File: src/rtl/cpu_pkg.sv
// Shared definitions for the CPU-side MMIO path.
//   state_t      : bridge FSM state encoding (IDLE / ACCESS / DONE)
//   DEFAULT_BASE : default base address of the IO window
//   idx_width    : width of a channel index for a given channel count, at least 1
//   sat_inc8     : saturating increment for 8-bit counters
package cpu_pkg;

  typedef enum logic [1:0] {
    ST_IDLE   = 2'd0,
    ST_ACCESS = 2'd1,
    ST_DONE   = 2'd2
  } state_t;

  localparam logic [31:0] DEFAULT_BASE = 32'hFFFF_FC00;

  function automatic int idx_width(input int n);
    return (n > 1) ? $clog2(n) : 1;
  endfunction

  function automatic logic [7:0] sat_inc8(input logic [7:0] v);
    return (v == 8'hFF) ? v : v + 8'd1;
  endfunction

endpackage

File: src/rtl/mmio_bridge_if.sv
// Bus bundle between the CPU, the bridge and the peripheral channels.
//   CPU side       : cpu_req, cpu_we, cpu_addr, cpu_wdata -> cpu_rdata, cpu_ready, cpu_err
//   Peripheral side: p_sel, p_we, p_addr, p_wdata -> p_rdata (flat, channel i at
//                    [i*DATA_W +: DATA_W]), p_ack (one bit per channel)
//   modport slave  : the bridge
//   modport master : the environment (CPU plus peripherals)
interface mmio_bridge_if #(
  parameter int DATA_W    = 32,
  parameter int ADDR_W    = 32,
  parameter int N_CH      = 4,
  parameter int SPAN_LOG2 = 4
);

  logic                     cpu_req;
  logic                     cpu_we;
  logic [ADDR_W-1:0]        cpu_addr;
  logic [DATA_W-1:0]        cpu_wdata;
  logic [DATA_W-1:0]        cpu_rdata;
  logic                     cpu_ready;
  logic                     cpu_err;

  logic [N_CH-1:0]          p_sel;
  logic                     p_we;
  logic [SPAN_LOG2-1:0]     p_addr;
  logic [DATA_W-1:0]        p_wdata;
  logic [N_CH*DATA_W-1:0]   p_rdata;
  logic [N_CH-1:0]          p_ack;

  modport slave (
    input  cpu_req, cpu_we, cpu_addr, cpu_wdata, p_rdata, p_ack,
    output cpu_rdata, cpu_ready, cpu_err, p_sel, p_we, p_addr, p_wdata
  );

  modport master (
    output cpu_req, cpu_we, cpu_addr, cpu_wdata, p_rdata, p_ack,
    input  cpu_rdata, cpu_ready, cpu_err, p_sel, p_we, p_addr, p_wdata
  );

endinterface

File: src/rtl/mmio_decode.sv
// Combinational IO-window decoder.
//   addr   : CPU byte address
//   hit    : address falls inside the window and selects an existing channel
//   ch_idx : channel index taken from the bits just above the per-channel offset
module mmio_decode
  import cpu_pkg::*;
#(
  parameter int                ADDR_W    = 32,
  parameter int                N_CH      = 4,
  parameter int                SPAN_LOG2 = 4,
  parameter logic [ADDR_W-1:0] BASE      = ADDR_W'(DEFAULT_BASE),
  localparam int               IDX_W     = idx_width(N_CH)
) (
  input  logic [ADDR_W-1:0] addr,
  output logic              hit,
  output logic [IDX_W-1:0]  ch_idx
);

  // With a single channel there are no index bits; the tag starts right above the offset.
  localparam int CH_BITS = (N_CH > 1) ? $clog2(N_CH) : 0;
  localparam int TAG_LSB = SPAN_LOG2 + CH_BITS;
  localparam logic [IDX_W:0] N_CH_L = (IDX_W + 1)'(N_CH);

  logic tag_hit;
  logic unused_offset;

  generate
    if (N_CH > 1) begin : g_idx
      assign ch_idx = addr[SPAN_LOG2 +: IDX_W];
    end else begin : g_idx_single
      assign ch_idx = '0;
    end
  endgenerate

  assign tag_hit = (addr[ADDR_W-1:TAG_LSB] == BASE[ADDR_W-1:TAG_LSB]);
  // Non-power-of-two channel counts leave holes at the top of the window.
  assign hit     = tag_hit && ({1'b0, ch_idx} < N_CH_L);

  // The byte offset inside a channel window plays no part in the decode.
  assign unused_offset = ^addr[SPAN_LOG2-1:0];

endmodule

File: src/rtl/mmio_bridge.sv
// Single-outstanding bridge from a CPU request/ready bus onto N_CH peripheral
// channels with one-hot select and per-channel acknowledge.
//   clk, rst : clock, asynchronous active-high reset
//   bus      : mmio_bridge_if.slave (CPU request side and peripheral side)
//   err_cnt  : saturating count of completions that returned an error
// Misses complete one cycle after the request; hits wait for the selected
// channel's ack or give up after TIMEOUT cycles in ACCESS.
module mmio_bridge
  import cpu_pkg::*;
#(
  parameter int                DATA_W    = 32,
  parameter int                ADDR_W    = 32,
  parameter int                N_CH      = 4,
  parameter int                SPAN_LOG2 = 4,
  parameter logic [ADDR_W-1:0] BASE      = ADDR_W'(DEFAULT_BASE),
  parameter int                TIMEOUT   = 15
) (
  input  logic               clk,
  input  logic               rst,
  mmio_bridge_if.slave       bus,
  output logic [7:0]         err_cnt
);

  localparam int IDX_W = idx_width(N_CH);

  state_t             state;
  logic [IDX_W-1:0]   ch_reg;
  logic [7:0]         wait_cnt;
  logic [7:0]         wait_next;

  logic               dec_hit;
  logic [IDX_W-1:0]   dec_idx;
  logic [N_CH-1:0]    sel_onehot;
  logic [DATA_W-1:0]  ch_data [N_CH];
  logic               ch_ack;
  logic [DATA_W-1:0]  ch_rdata;

  mmio_decode #(
    .ADDR_W    (ADDR_W),
    .N_CH      (N_CH),
    .SPAN_LOG2 (SPAN_LOG2),
    .BASE      (BASE)
  ) u_decode (
    .addr   (bus.cpu_addr),
    .hit    (dec_hit),
    .ch_idx (dec_idx)
  );

  genvar gi;
  generate
    for (gi = 0; gi < N_CH; gi++) begin : g_ch
      assign sel_onehot[gi] = (dec_idx == IDX_W'(gi));
      assign ch_data[gi]    = bus.p_rdata[gi*DATA_W +: DATA_W];
    end
  endgenerate

  // Only the latched channel's ack and data matter; other channels are ignored.
  assign ch_ack    = bus.p_ack[ch_reg];
  assign ch_rdata  = ch_data[ch_reg];
  assign wait_next = wait_cnt + 8'd1;

  always_ff @(posedge clk or posedge rst) begin
    if (rst) begin
      state         <= ST_IDLE;
      ch_reg        <= '0;
      wait_cnt      <= '0;
      err_cnt       <= '0;
      bus.cpu_ready <= 1'b0;
      bus.cpu_err   <= 1'b0;
      bus.cpu_rdata <= '0;
      bus.p_sel     <= '0;
      bus.p_we      <= 1'b0;
      bus.p_addr    <= '0;
      bus.p_wdata   <= '0;
    end else begin
      bus.cpu_ready <= 1'b0;
      case (state)
        ST_IDLE: begin
          if (bus.cpu_req) begin
            ch_reg      <= dec_idx;
            wait_cnt    <= '0;
            bus.p_addr  <= bus.cpu_addr[SPAN_LOG2-1:0];
            bus.p_wdata <= bus.cpu_wdata;
            if (dec_hit) begin
              bus.p_sel <= sel_onehot;
              bus.p_we  <= bus.cpu_we;
              state     <= ST_ACCESS;
            end else begin
              bus.cpu_ready <= 1'b1;
              bus.cpu_err   <= 1'b1;
              bus.cpu_rdata <= '0;
              err_cnt       <= sat_inc8(err_cnt);
              state         <= ST_DONE;
            end
          end
        end

        ST_ACCESS: begin
          // Ack is checked first so an ack on the final allowed cycle still succeeds.
          if (ch_ack) begin
            bus.cpu_ready <= 1'b1;
            bus.cpu_err   <= 1'b0;
            bus.cpu_rdata <= bus.p_we ? '0 : ch_rdata;
            bus.p_sel     <= '0;
            bus.p_we      <= 1'b0;
            state         <= ST_DONE;
          end else begin
            wait_cnt <= wait_next;
            if (wait_next == 8'(TIMEOUT)) begin
              bus.cpu_ready <= 1'b1;
              bus.cpu_err   <= 1'b1;
              bus.cpu_rdata <= '0;
              bus.p_sel     <= '0;
              bus.p_we      <= 1'b0;
              err_cnt       <= sat_inc8(err_cnt);
              state         <= ST_DONE;
            end
          end
        end

        ST_DONE: begin
          state <= ST_IDLE;
        end

        default: begin
          state <= ST_IDLE;
        end
      endcase
    end
  end

endmodule

File: src/flat_wrapper.sv
// flat-port wrapper written by rule: the top's interface ports become plain ports
module mmio_bridge_flat import cpu_pkg::*;
#(
  parameter int                DATA_W    = 32,
  parameter int                ADDR_W    = 32,
  parameter int                N_CH      = 4,
  parameter int                SPAN_LOG2 = 4,
  parameter logic [ADDR_W-1:0] BASE      = ADDR_W'(DEFAULT_BASE),
  parameter int                TIMEOUT   = 15
)
  (clk, rst, err_cnt, bus_cpu_req, bus_cpu_we, bus_cpu_addr, bus_cpu_wdata, bus_p_rdata, bus_p_ack, bus_cpu_rdata, bus_cpu_ready, bus_cpu_err, bus_p_sel, bus_p_we, bus_p_addr, bus_p_wdata);
  mmio_bridge_if #(.DATA_W(DATA_W), .ADDR_W(ADDR_W), .N_CH(N_CH), .SPAN_LOG2(SPAN_LOG2)) bus_i ();
  input  logic clk;
  input  logic rst;
  output logic [7:0] err_cnt;
  input wire logic [$bits(bus_i.cpu_req)-1:0] bus_cpu_req;
  input wire logic [$bits(bus_i.cpu_we)-1:0] bus_cpu_we;
  input wire logic [$bits(bus_i.cpu_addr)-1:0] bus_cpu_addr;
  input wire logic [$bits(bus_i.cpu_wdata)-1:0] bus_cpu_wdata;
  input wire logic [$bits(bus_i.p_rdata)-1:0] bus_p_rdata;
  input wire logic [$bits(bus_i.p_ack)-1:0] bus_p_ack;
  output wire logic [$bits(bus_i.cpu_rdata)-1:0] bus_cpu_rdata;
  output wire logic [$bits(bus_i.cpu_ready)-1:0] bus_cpu_ready;
  output wire logic [$bits(bus_i.cpu_err)-1:0] bus_cpu_err;
  output wire logic [$bits(bus_i.p_sel)-1:0] bus_p_sel;
  output wire logic [$bits(bus_i.p_we)-1:0] bus_p_we;
  output wire logic [$bits(bus_i.p_addr)-1:0] bus_p_addr;
  output wire logic [$bits(bus_i.p_wdata)-1:0] bus_p_wdata;
  assign bus_i.cpu_req = bus_cpu_req;
  assign bus_i.cpu_we = bus_cpu_we;
  assign bus_i.cpu_addr = bus_cpu_addr;
  assign bus_i.cpu_wdata = bus_cpu_wdata;
  assign bus_i.p_rdata = bus_p_rdata;
  assign bus_i.p_ack = bus_p_ack;
  assign bus_cpu_rdata = bus_i.cpu_rdata;
  assign bus_cpu_ready = bus_i.cpu_ready;
  assign bus_cpu_err = bus_i.cpu_err;
  assign bus_p_sel = bus_i.p_sel;
  assign bus_p_we = bus_i.p_we;
  assign bus_p_addr = bus_i.p_addr;
  assign bus_p_wdata = bus_i.p_wdata;
  mmio_bridge #(.DATA_W(DATA_W), .ADDR_W(ADDR_W), .N_CH(N_CH), .SPAN_LOG2(SPAN_LOG2), .BASE(BASE), .TIMEOUT(TIMEOUT)) u_core (.clk(clk), .rst(rst), .bus(bus_i), .err_cnt(err_cnt));
endmodule
File: config.mk
export PLATFORM = sky130hd
export DESIGN_NAME = mmio_bridge_flat
export DESIGN_NICKNAME = d
export VERILOG_FILES = /design/src/rtl/cpu_pkg.sv /design/src/rtl/mmio_bridge_if.sv /design/src/rtl/mmio_decode.sv /design/src/rtl/mmio_bridge.sv /design/src/flat_wrapper.sv
export SDC_FILE = /design/constraint.sdc
export NUM_CORES = 1
export LEC_CHECK = 0
export ABC_AREA = 1
export CAP_MARGIN = 20
export CORE_ASPECT_RATIO = 1.25
export CORE_MARGIN = 3
export CORE_UTILIZATION = 40
export DETAILED_ROUTE_END_ITERATION = 8
export DONT_BUFFER_PORTS = 1
export SLEW_MARGIN = 10
export SYNTH_ARGS = -nofsm -noshare
export SYNTH_HDL_FRONTEND = slang
export SYNTH_SLANG_ARGS = --single-unit
export TNS_END_PERCENT = 10
File: constraint.sdc
create_clock -name clk -period 2.6 [get_ports clk]
set_clock_uncertainty 0.1 [all_clocks]
set_input_delay 0.26 -clock clk [delete_from_list [all_inputs] [get_ports clk]]
set_output_delay 0.26 -clock clk [all_outputs]
set_load 0.01 [all_outputs]
# After elaboration in Yosys (flattened, before gate mapping)
# Cells that the tools add are included.
dict set report classes {
  n_addsub 2
  mul 0
  n_div 0
  n_lt_le_gt_ge 2
  eq_ne 13
  shift 0
  mux 45
  bitwise 1
  n_reduce_logical 9
}
# operator count
set op_table {}
lappend op_table {{$mux 32} 7}
lappend op_table {{$bmux 32 s2} 1}
lappend op_table {{$pmux 32 s2} 1}
lappend op_table {{$mux 8} 7}
lappend op_table {{$pmux 8 s2} 2}
lappend op_table {{$eq 26x26->1 const B} 1}
lappend op_table {{$add 8x1->8 const B} 2}
lappend op_table {{$mux 4} 4}
lappend op_table {{$mux 1} 13}
lappend op_table {{$eq 8x4->1 const B} 1}
lappend op_table {{$eq 8x8->1 const B} 1}
lappend op_table {{$mux 2} 4}
lappend op_table {{$pmux 4 s2} 1}
lappend op_table {{$reduce_and 4->1} 2}
lappend op_table {{$ne 2x2->1 const B} 3}
lappend op_table {{$pmux 1 s2} 3}
lappend op_table {{$reduce_and 5->1} 1}
lappend op_table {{$eq 2x1->1 const B} 2}
lappend op_table {{$eq 2x2->1 const B} 2}
lappend op_table {{$logic_not 2->1} 2}
lappend op_table {{$ne 2x1->1 const B} 2}
lappend op_table {{$pmux 2 s2} 1}
lappend op_table {{$reduce_and 2->1} 2}
lappend op_table {{$ge 3x3->1 const B} 1}
lappend op_table {{other kinds (6)} 6}
dict set report totals {
  regBits 95
  latchBits 0
  ram_bits 0
  rom_bits 0
  in_bits 200
  output_inout_bits 83
  wordCells 83
  mem_count 0
}

# Longest topological paths before layout
dict set report depth {
  word_depth 7
  mapped_depth 12
  depth_no_buf 11
}

# Hierarchy
# Synthesis repeated with hierarchy kept, for this count alone.
dict set report hier_totals {
  hier_cells 613
  area_unflattened_um2 5046.1
}
# mod n_inst cells_per_inst area_per_inst_um2 seq_area_each_um2
set by_module_without_submodules {}
lappend by_module_without_submodules {mmio_bridge 1 581 4909.7 2377.3}
lappend by_module_without_submodules {mmio_decode 1 32 136.4 0.0}

# Worst setup path after synthesis
# No wires, ideal clock.
dict set report synth_timing {
  path_type {register to register}
  from {register u_core.wait_cnt[0]}
  to {register u_core.bus.cpu_rdata[2]}
  setup_ps 117
  t_arrival_ps 1613
  required_time_ps 2383
  slack_ps 770
  path_stages_with_launch 13
  path_buffers 1
  period_less_slack_ps 1830
  path_cell_list {dfrtp_1 ha_1 nand2_1 inv_1 nor2_1 nand3_1 nor2_1 nand3_2 nand2_4 nand3_4 buf_6 nand2_1 nand2_1}
}
dict set report synth_via {
  elab_chain_len 4
}
# element line
set synth_lines {}
lappend synth_lines {{start: declaration} mmio_bridge.sv:28} ;# logic [7:0] wait_cnt;
lappend synth_lines {{start signal: assignment} mmio_bridge.sv:108} ;# wait_cnt <= wait_next;
lappend synth_lines {{$add 8x1->8} mmio_bridge.sv:60} ;# assign wait_next = wait_cnt + 8'd1;
lappend synth_lines {{$eq 8x4->1} mmio_bridge.sv:109} ;# if (wait_next == 8'(TIMEOUT)) begin
lappend synth_lines {{$ne 3x1->1 (no line)} --}
lappend synth_lines {{$reduce_and 4->1 (no line)} --}
lappend synth_lines {{end signal: assignment} mmio_bridge.sv:103} ;# bus.cpu_rdata <= bus.p_we ? '0 : ch_rdata;
lappend synth_lines {{end: declaration} mmio_bridge_if.sv:31} ;# output cpu_rdata, cpu_ready, cpu_err, p_sel, p_we, p_addr, p_wdata
# Every way passes these cells.
# A chain may end at the register's enable or synchronous reset.

# Worst setup path after layout
dict set report layout_timing {
  from {register u_core.wait_cnt[0]}
  to {register u_core.bus.cpu_rdata[23]}
}
# Same word-level chain as after synthesis.

==> metrics.md <==
| Metric | Value |
|---|---|
| Unrepaired setup endpoints after global routing | false |
| WL final | roughly 16 mm |
| Yosys top cell area share | between 40% and 50% |
| Post-Syn Nets | about 960 |
| Status | completed |
| Antenna cells | 0 |
| Worst-skew pair later-pin latency | 0.34 ns |
| Buf/Inv on CP | 1 |
| CTS Sinks | between 90 and 100 |
| Final hold vios | 0 |
| TritonRoute pass-1 iters | 6 |
| Final setup vio count | 0 |
| Port Buffers | 0 |
| CP Launch Type | flop |
| Synth Instances | around 760 |
| Worst EP arrival | 2.35 ns |
| Die Y | approximately 130 um |
| Worst hold path class | in2reg |
| Area of the multi-input gates | between 2000 and 3000 um^2 |
| Initial DRC count | a little under 300 |
| Initial antenna violation count | 0 |
| Vias in the first global route | about 4800 |
| Global-route wire length before repair | 24.2 mm |
| Synthesized area | 5220 um^2 |
| Cell Pwr Density | 1000 nW/um^2 |
| Fin area | 6070 um^2 |
| Post-DP Area | 5350 um^2 |
| Antenna Nets Post-Route | 0 |
| Grt total ovfl | 0 |
| Crit path cell chain | ha_1 > nand2_1 > inv_1 > nor2_1 > nand3_1 > nor2_1 > nand3_2 > nand2_4 > nand3_4 > nand2_1 > nand2_1 |
| Worst Max-Slew Pin Slew | around 0.53 ns |
| Leak pwr | between 3 and 4 nW |
| Cell family with most CP delay | simple AND/OR/NAND/NOR gates |
| Register area | 2380 um^2 |
| Top flop regs | u_core.bus.cpu_rdata (32), u_core.bus.p_wdata (32) |
| # rows | between 40 and 50 |
| Post-DR vias/cell | ~5.3 |
| Max Root-Sink Buffers | 2 |
| Post-CTS Setup Repair Bufs | 0 |
| Tcrit/Tclk final | a little under nine tenths |
| Most area-consuming cells after synthesis | dfrtp_1, nand2_1, nor2_1 |
| Core Region | ~13000 um^2 |
| Yosys cell types | 29 |
| Crit Path Category | reg2reg |
| YS warnings | 0 |
| Most frequent cells in the layout | nand2_1, nor2_1, dfrtp_1 |
| Worst slew margin | between 60% and 70% |
| CTS-repair resized insts | 0 |
| Clk slew on worst S/H paths | about 0.07 ns |
| Worst EP required | between 2 and 3 ns |
| Worst Path Max Fanout | 35 |
| Maxcap violations | 0 |
| Root Buffer Master | clkbuf_16 |
| Fillers | about 1200 |
| Dominant synthesized flop cell | dfrtp_1 |
| Layout cells sized above 1 | under 10% |
| H-tree Lvls | 3 |
| CTS tree | built |
| Critical Path Sink Type | flop |
| Syn_area_per_cell | around 6.9 um^2 |
| Register area share after synthesis | 45.5% |
| Hold buffer count at cts | 39 |
| DIE AREA | between 10000 and 15000 um^2 |
| DR WL/cell | 16.7 um |
| Die X | 108 um |
| Util after Layout | between 40 and 50% |
| Starting density of the core | around 41% |
| Critical path's largest stage delay | about 0.42 ns |
| Yosys reg bits | 95 |
| Layout area overhead | 16.3% |
| Largest net degree at the start of global routing | 96 |
| Peak VDD IR | 0.499 mV |
| Total CTS buffers | 9 |
| Cell repeated most along the worst path | nand2_1 |
| Dominant cell type by area after synthesis | dfrtp_1 |
| Post-synth EDFFs | 0 |
| Fmax | ~450 MHz |
| Commonest non-fill, non-tap cell in the layout | nand2_1 |
| Final Slew Violations | 0 |
| Residual DRC | 0 |
| Post-synthesis async set-or-reset flop share | 100% |
| Setup TNS Final | 0 ns |
| Net count, final | slightly below 1000 |
| GRT Total Usage | between 20% and 30% |
| Vias | 5003 |
| DP Wirelength | 11.4 mm |
| Crit path time final | roughly 2.2 ns |
| CP max-delay cell | dfrtp_1 |
| Boundary Pins | about 280 |
| Placer congestion estimate | about 0.86 |
-- layer usage --
metal / track usage (%) / share of wire (%) / wire, um / up-vias
met2: 37.7 / 50 / 7910 / 258
met4: 6.60 / 1.8 / 285 / 0
li1: - / - / - / 2423
met3: 5.87 / 10 / 1650 / 22
met5: 0 / 0 / 0 / -
met1: 24.8 / 38 / 6030 / 2300
-- report_power, final --
group	internal, mW	switching (mW)
Sequential	1.86	0.533
Clock	0.866	0.614
Combinational	0.736	1.48
-- cells by family after synthesis --
kind of cell	synth area share (%)
simple gates	36.4
compound gates	10.5
flops	45.5
buf+inv	5.68
xor+xnor	1.17
fa+ha+maj	0.719
-- Yosys cell counts (2+ instances only) --
library cell	instances
a21oi_1	32
nand3_2	2
nor2_2	2
dfrtp_1	95
buf_1	6
xor2_1	6
nand2_2	4
nand2_1	272
inv_2	2
ha_1	3
nor3_1	4
nand4_1	17
inv_1	26
o21ai_0	74
nand3_1	16
nor2_1	151
buf_6	3
buf_2	6
clkbuf_1	25
-- path summary, 6_finish.rpt --
| kind | startpoint | to | slack [ns] | cells after the start |
|---|---|---|---|---|
| worst min register to register | u_core.bus.p_we | u_core.bus.p_we | 0.38 | 2 |
| max in group asynchronous | rst | u_core.ch_reg[0] | 1.57 | 3 |
| min in group asynchronous | rst | u_core.bus.p_addr[1] | 0.44 | 3 |
| worst min-delay path | bus_cpu_addr[4] | u_core.bus.p_sel[2] | 0.03 | 3 |
| worst max register to register | u_core.wait_cnt[0] | u_core.bus.cpu_rdata[23] | 0.38 | 11 |
| worst max-delay path | u_core.wait_cnt[0] | u_core.bus.cpu_rdata[23] | 0.38 | 11 |
-- layout make-up --
type                            instances  share of cell area [%]
Clock buffer                            9                    3.71
Tap cell                              168                    3.46
Multi-Input combinational cell        591                    42.0
Sequential cell                        95                    39.2
Inverter                               29                    1.86
Clock inverter                          7                    1.79
Timing Repair Buffer                   50                    8.00
-- tightest hold or removal path, stage by stage --
cell     delay (ns)
nor3_1         0.03
nand4_1        0.08
nand2_1        0.06
-- metrics by stage --
step                setup slack (ns)  hold slack, ns  power [mW]  instances
floorplan                      0.770           0.277        4.07        756
global placement               0.446           0.224        4.51        894
detailed placement             0.365           0.228        4.58        894
CTS                            0.354          0.0107        6.13        949
global route                  0.0313          0.0212        6.59        949
finish                         0.378          0.0252        6.09        949
Note: power is estimated with default switching activity, not from simulation.
